### config.mk
export PLATFORM = sky130hd
export DESIGN_NAME = video_timing_sequencer
export DESIGN_NICKNAME = d
export VERILOG_FILES = /design/src/rtl/video_timing_pkg.sv /design/src/rtl/timing_phase_counter.sv /design/src/rtl/video_timing_sequencer.sv
export SDC_FILE = /design/constraint.sdc
export NUM_CORES = 1
export LEC_CHECK = 0
export ABC_CLOCK_PERIOD_IN_PS = 3100
export CAP_MARGIN = 20
export CELL_PAD_IN_SITES_DETAIL_PLACEMENT = 1
export CELL_PAD_IN_SITES_GLOBAL_PLACEMENT = 1
export CORE_UTILIZATION = 39
export CTS_CLUSTER_SIZE = 28
export DETAILED_ROUTE_END_ITERATION = 10
export PLACE_DENSITY_LB_ADDON = 0.12
export SLEW_MARGIN = 20
export SYNTH_ARGS = -nofsm -noshare
export SYNTH_HDL_FRONTEND = slang
export SYNTH_SLANG_ARGS = --single-unit
### constraint.sdc
create_clock -name CK -period 3.1 [get_ports CK]
set_input_delay 0.62 -clock CK [delete_from_list [all_inputs] [get_ports CK]]
set_output_delay 0.62 -clock CK [all_outputs]
set_load 0.005 [all_outputs]
### src/rtl/video_timing_pkg.sv
// Shared types and helpers for the raster timing sequencer.
package video_timing_pkg;

    // Phases of one horizontal or vertical sequencer, in raster order.
    typedef enum logic [1:0] {
        PH_SYNC = 2'd0,
        PH_BP   = 2'd1,
        PH_ACT  = 2'd2,
        PH_FP   = 2'd3
    } phase_t;

    // Phase that follows ph; FP wraps back to SYNC.
    function automatic phase_t next_phase(phase_t ph);
        phase_t nxt;
        nxt = PH_SYNC;
        unique case (ph)
            PH_SYNC: nxt = PH_BP;
            PH_BP:   nxt = PH_ACT;
            PH_ACT:  nxt = PH_FP;
            PH_FP:   nxt = PH_SYNC;
        endcase
        return nxt;
    endfunction

    // Total enabled cycles in one line (or total lines in one frame).
    function automatic int unsigned seq_total(int unsigned len_sync, int unsigned len_bp,
                                              int unsigned len_act, int unsigned len_fp);
        return len_sync + len_bp + len_act + len_fp;
    endfunction

    // Default geometry: 28-cycle lines, 14-line frames, 392-cycle frames.
    localparam int unsigned DEF_LINE_LEN  = seq_total(4, 4, 16, 4);
    localparam int unsigned DEF_FRAME_LINES = seq_total(2, 2, 8, 2);
    localparam int unsigned DEF_FRAME_LEN = DEF_LINE_LEN * DEF_FRAME_LINES;

endpackage

### src/rtl/timing_phase_counter.sv
// One phase sequencer: walks SYNC -> BP -> ACT -> FP with a count inside each phase.
module timing_phase_counter
    import video_timing_pkg::*;
#(
    parameter int unsigned LEN_SYNC = 4,
    parameter int unsigned LEN_BP   = 4,
    parameter int unsigned LEN_ACT  = 16,
    parameter int unsigned LEN_FP   = 4,
    parameter int unsigned CW       = 10
) (
    input  logic          clk_i,
    input  logic          rst_ni,
    input  logic          advance_i,
    output phase_t        phase_o,
    output logic [CW-1:0] count_o,
    output logic          last_o
);

    localparam logic [CW-1:0] SyncLast = CW'(LEN_SYNC - 1);
    localparam logic [CW-1:0] BpLast   = CW'(LEN_BP - 1);
    localparam logic [CW-1:0] ActLast  = CW'(LEN_ACT - 1);
    localparam logic [CW-1:0] FpLast   = CW'(LEN_FP - 1);

    phase_t        phase_q, phase_d;
    logic [CW-1:0] count_q, count_d;
    logic [CW-1:0] phase_last;

    // Final count value of the phase currently being sequenced.
    always_comb begin
        phase_last = SyncLast;
        unique case (phase_q)
            PH_SYNC: phase_last = SyncLast;
            PH_BP:   phase_last = BpLast;
            PH_ACT:  phase_last = ActLast;
            PH_FP:   phase_last = FpLast;
        endcase
    end

    // Count up within the phase; on its final count, restart at 0 in the next phase.
    always_comb begin
        phase_d = phase_q;
        count_d = count_q;
        if (advance_i) begin
            if (count_q == phase_last) begin
                count_d = '0;
                phase_d = next_phase(phase_q);
            end else begin
                count_d = count_q + 1'b1;
            end
        end
    end

    // State register; reset parks the sequencer at the start of SYNC.
    always_ff @(posedge clk_i or negedge rst_ni) begin
        if (!rst_ni) begin
            phase_q <= PH_SYNC;
            count_q <= '0;
        end else begin
            phase_q <= phase_d;
            count_q <= count_d;
        end
    end

    assign phase_o = phase_q;
    assign count_o = count_q;
    assign last_o  = (phase_q == PH_FP) && (count_q == FpLast);

endmodule

### src/rtl/video_timing_sequencer.sv
// Raster timing controller: chains a horizontal and a vertical phase sequencer and
// decodes sync, blank, strobes and active-pixel coordinates from their state.
module video_timing_sequencer
    import video_timing_pkg::*;
#(
    parameter int unsigned H_SYNC = 4,
    parameter int unsigned H_BP   = 4,
    parameter int unsigned H_ACT  = 16,
    parameter int unsigned H_FP   = 4,
    parameter int unsigned V_SYNC = 2,
    parameter int unsigned V_BP   = 2,
    parameter int unsigned V_ACT  = 8,
    parameter int unsigned V_FP   = 2,
    parameter int unsigned CW     = 10
) (
    input  logic          CK,
    input  logic          RSTN,
    input  logic          en,
    output logic          hsync,
    output logic          vsync,
    output logic          csync,
    output logic          blank,
    output logic          line_start,
    output logic          frame_start,
    output logic [CW-1:0] pos_x,
    output logic [CW-1:0] pos_y
);

    phase_t        h_phase, v_phase;
    logic [CW-1:0] h_count, v_count;
    logic          h_last, v_last;
    logic          v_advance;

    // The vertical sequencer steps once per line, on the enabled cycle that ends it.
    assign v_advance = en & h_last;

    timing_phase_counter #(
        .LEN_SYNC (H_SYNC),
        .LEN_BP   (H_BP),
        .LEN_ACT  (H_ACT),
        .LEN_FP   (H_FP),
        .CW       (CW)
    ) u_h_seq (
        .clk_i     (CK),
        .rst_ni    (RSTN),
        .advance_i (en),
        .phase_o   (h_phase),
        .count_o   (h_count),
        .last_o    (h_last)
    );

    timing_phase_counter #(
        .LEN_SYNC (V_SYNC),
        .LEN_BP   (V_BP),
        .LEN_ACT  (V_ACT),
        .LEN_FP   (V_FP),
        .CW       (CW)
    ) u_v_seq (
        .clk_i     (CK),
        .rst_ni    (RSTN),
        .advance_i (v_advance),
        .phase_o   (v_phase),
        .count_o   (v_count),
        .last_o    (v_last)
    );

    // Moore decode of both sequencers; only the strobes look at en.
    always_comb begin
        logic h_act, v_act, h_origin;
        h_act       = (h_phase == PH_ACT);
        v_act       = (v_phase == PH_ACT);
        h_origin    = (h_phase == PH_SYNC) && (h_count == '0);
        hsync       = (h_phase == PH_SYNC);
        vsync       = (v_phase == PH_SYNC);
        csync       = hsync ^ vsync;
        blank       = !(h_act && v_act);
        line_start  = en && h_origin;
        frame_start = en && h_origin && (v_phase == PH_SYNC) && (v_count == '0);
        pos_x       = (h_act && v_act) ? h_count : '0;
        pos_y       = v_act ? v_count : '0;
    end

    // The final enabled cycle of a frame wraps both sequencers to the frame origin together.
    frame_wrap_a: assert property (@(posedge CK) disable iff (!RSTN)
        (en && h_last && v_last) |=>
        (h_phase == PH_SYNC && h_count == '0 && v_phase == PH_SYNC && v_count == '0));

endmodule

==> metrics.md <==
| Metric | Value |
|---|---|
| Worst slew margin | 0.5351 |
| Worst skew pair latency | 270 ps |
| Clk_skew | between 4 and 5 ps |
| Largest family of logic cells by synthesized area | simple AND/OR/NAND/NOR gates |
| ANT nets after route | 0 |
| RR Startpoint | u_v_seq.phase_o[0] |
| Critical Path Sink | frame_start |
| Reg2reg end | u_v_seq.phase_o[1] |
| Max-cap violations | 0 |
| Synth Area in Simple Gates | 0.2826 |
| # DRC | 0 |
| Max Slew Vio Count | 0 |
| Clk slew on worst S/H paths | 90 ps |
| WL per Instance | about 17 um |
| Num ports | 29 |
| R2r setup slk | 530 ps |
| Synth Warn # | 0 |
| Clock Tree Buf Depth | 2 |
| EDFF count, synth | 0 |
| Synth async-reset ratio | 1.000 |
| RSZ-0062 raised after global routing | no |
| CTS hold repair buffers | 0 |
| Final worst path period share | 0.9622 |
| Sum Neg Setup Slack | 0 ps |
| Average cell area after synthesis | approximately 9.5 um2 |
| Share of layout cells above drive strength 1 | 0.06522 |
| Syn Nets | between 150 and 200 |
| Final WL | 3897 um |
| HPWL reported at the end of detailed placement | 2855 um |
| Least-Margin Pin Slew | between 600 and 700 ps |
| Site Rows | 21 |
| CP endpoint kind | primary output |
| CP max FO | 4 |
| Total Nets Final | 199 |
| Critical Path Start | u_h_seq.count_o[7] |
| Filler instances | 410 |
| Lkg Pwr | 0.8826 nW |
| Ys flop type | dfrtp_1 |
| First-pass GRT wire length | about 6500 um |
| Worst R2R Path Depth | 7 |
| ANT cells | 0 |
| XOR/XNOR Fraction of Synth Area | 0.08851 |
| Largest net degree at the start of global routing | 25 |
| Crit path DAT | 2360 ps |
| Hold Crit Start | u_v_seq.count_o[9] |
| Synth top cells by count | dfrtp_1, nor2_1, and3_1, inv_1, nand3_1 |
| GPL Wtd Cong | about 0.84 |
| Die Area | 4019 um2 |
| Post-Synthesis Cell Area | approximately 1500 um2 |
| Critical path launch point type | register |
| DR iter-0 viols | 52 |
| Post-synth top area share | 0.4085 |
| Post-Syn Instances | 154 |
| Total CTS buffers | 3 |
| Fraction of synthesized area in multiplexers | 0.04255 |
| PD cells | 600.7 nW/um2 |
| Yosys reg bits | 24 |
| Peak VDD IR | 0.2693 mV |
| Status | finished clean |
| Final Hold Viols | 0 |
| Synth Area in Compound Gates | 0.03830 |
| Most frequent cell after synthesis | dfrtp_1 |
| CTS H-Tree Depth | 1 |
| Synth unique cells | 32 |
| CTS tree | built |
| Seq/Total Area, Yosys | 0.4085 |
| I/O Buffers | 28 |
| Most area-consuming cells after synthesis | dfrtp_1, ha_1, and3_1, xnor2_1, nand3_1 |
| Clk root buf | clkbuf_8 |
| Via density | 5.478 |
| Vias | 1260 |
| Kind of critical path | reg2out |
| GRT Total Usage | 0.2088 |
| Vias in the first global route | 1336 |
| Final setup fails | 0 |
| Post-Synth Adder-Cell Area | 0.09362 |
| Die W | 63.40 um |
| Dominant cell type by area after synthesis | dfrtp_1 |
| CTS resizes | 0 |
| 1st-pass router iterations | 4 |
| Final worst path period need | between 2000 and 3000 ps |
| Hold WS | 523.4 ps |
| Crit path required time | between 2000 and 2500 ps |
| Core ar. | 3468 um2 |
| Antenna violations before repair | 0 |
| GRT overflow | 0 |
| Peak Freq | 0.3352 GHz |
| Sink Count | 24 |
| P&R area growth vs syn | 26.55% |
| Postcts setup bufs | 0 |
| Class of the worst hold path | reg2reg |
| Die Y | ~63 um |
| Initial core utilization | 0.4239 |
## metrics by stage
stage / worst slack (ps) / power (mW) / utilization / area (um2) / instances
after floorplan: 915.1 / 0.7517 / - / 1470 / 154
after global placement: 283.4 / 0.8613 / 0.5191 / 1800 / 226
after global routing: 58.81 / 1.207 / 0.5364 / 1861 / 230
final: 117.0 / 1.118 / 0.5364 / 1861 / 230
after detailed placement: 263.7 / 0.8985 / 0.5191 / 1800 / 226
after CTS: 12.26 / 1.120 / 0.5350 / 1856 / 230
## layout by cell type, fill, tap and decap left out
cell | Yosys | routed
or4_1 | 2 | 2
o22ai_1 | 1 | 1
a2111o_1 | 1 | 1
xor2_1 | 6 | 6
nand4_1 | 6 | 6
or4_4 | 2 | 2
and3_1 | 12 | 12
nand3_1 | 12 | 12
inv_1 | 12 | 12
nor3_1 | 3 | 2
nor2_1 | 13 | 13
clkbuf_8 | 0 | 4
clkdlybuf4s50_1 | 0 | 28
dfrtp_1 | 24 | 24
nand2_1 | 9 | 9
mux2_1 | 2 | 2
o31ai_1 | 1 | 1
ha_1 | 11 | 11
a31oi_1 | 1 | 1
nand2b_1 | 1 | 1
and4_1 | 1 | 1
xnor2_2 | 1 | 1
nor4_1 | 1 | 1
mux2i_1 | 4 | 4
or3_1 | 1 | 1
and2_1 | 8 | 8
nor3_2 | 1 | 2
xnor2_1 | 7 | 7
o21ai_1 | 3 | 3
and3b_1 | 1 | 1
buf_4 | 0 | 2
or3_4 | 1 | 1
a21oi_1 | 2 | 2
## metal layers
layer / up-vias / share of wire / wire [um] / GRT usage
met2: 22 / 0.48 / 1879 / 0.3364
met3: 5 / 0.021 / 82 / 0.02899
li1: 592 / - / - / -
met4: 0 / 0.0087 / 34 / 0.05114
met1: 641 / 0.49 / 1901 / 0.2930
met5: - / 0 / 0 / 0
## critical path, cell delays in order (launching register included)
cell	delay [ps]
dfrtp_1	430
or4_1	640
nor3_2	300
and4_1	220
clkdlybuf4s50_1	500
## flip-flops by register name, summed over array words and instances (netlist names)
name             cells
u_v_seq.count_o     10
u_h_seq.phase_o      2
u_v_seq.phase_o      2
u_h_seq.count_o     10
## worst min path at each step
| stage | slack [ps] | endpoint | cells after the start |
|---|---|---|---|
| after floorplan | 320 | u_h_seq.count_o[0] | 0 |
| after global placement | 490 | u_h_seq.count_o[7] | 1 |
| after detailed placement | 520 | u_v_seq.count_o[9] | 1 |
| after CTS | 540 | u_v_seq.count_o[9] | 1 |
| after global routing | 550 | u_v_seq.count_o[9] | 1 |
| final | 520 | u_v_seq.count_o[9] | 1 |
## kinds of logic (layout without fill, tap and decap cells)
| family | Yosys count | after routing |
|---|---|---|
| buf+inv | 16 | 46 |
| simple gates | 74 | 74 |
| xor+xnor | 14 | 14 |
| fa+ha+maj | 11 | 11 |
| mux | 6 | 6 |
| flops | 24 | 24 |
| compound gates | 9 | 9 |
## power by group
part / internal, mW / switching (mW)
clock: 0.114 / 0.108
combinational: 0.174 / 0.215
sequential: 0.385 / 0.122
## layout make-up
cell class	instances	area, um2	share of cell area
Multi-Input combinational cell	114	807.0	0.4338
Sequential cell	24	600.6	0.3228
Timing Repair Buffer	30	295.3	0.1587
Tap cell	46	57.56	0.03093
Clock buffer	4	55.05	0.02959
Inverter	12	45.04	0.02421
Power figures use the tool's default switching activity.
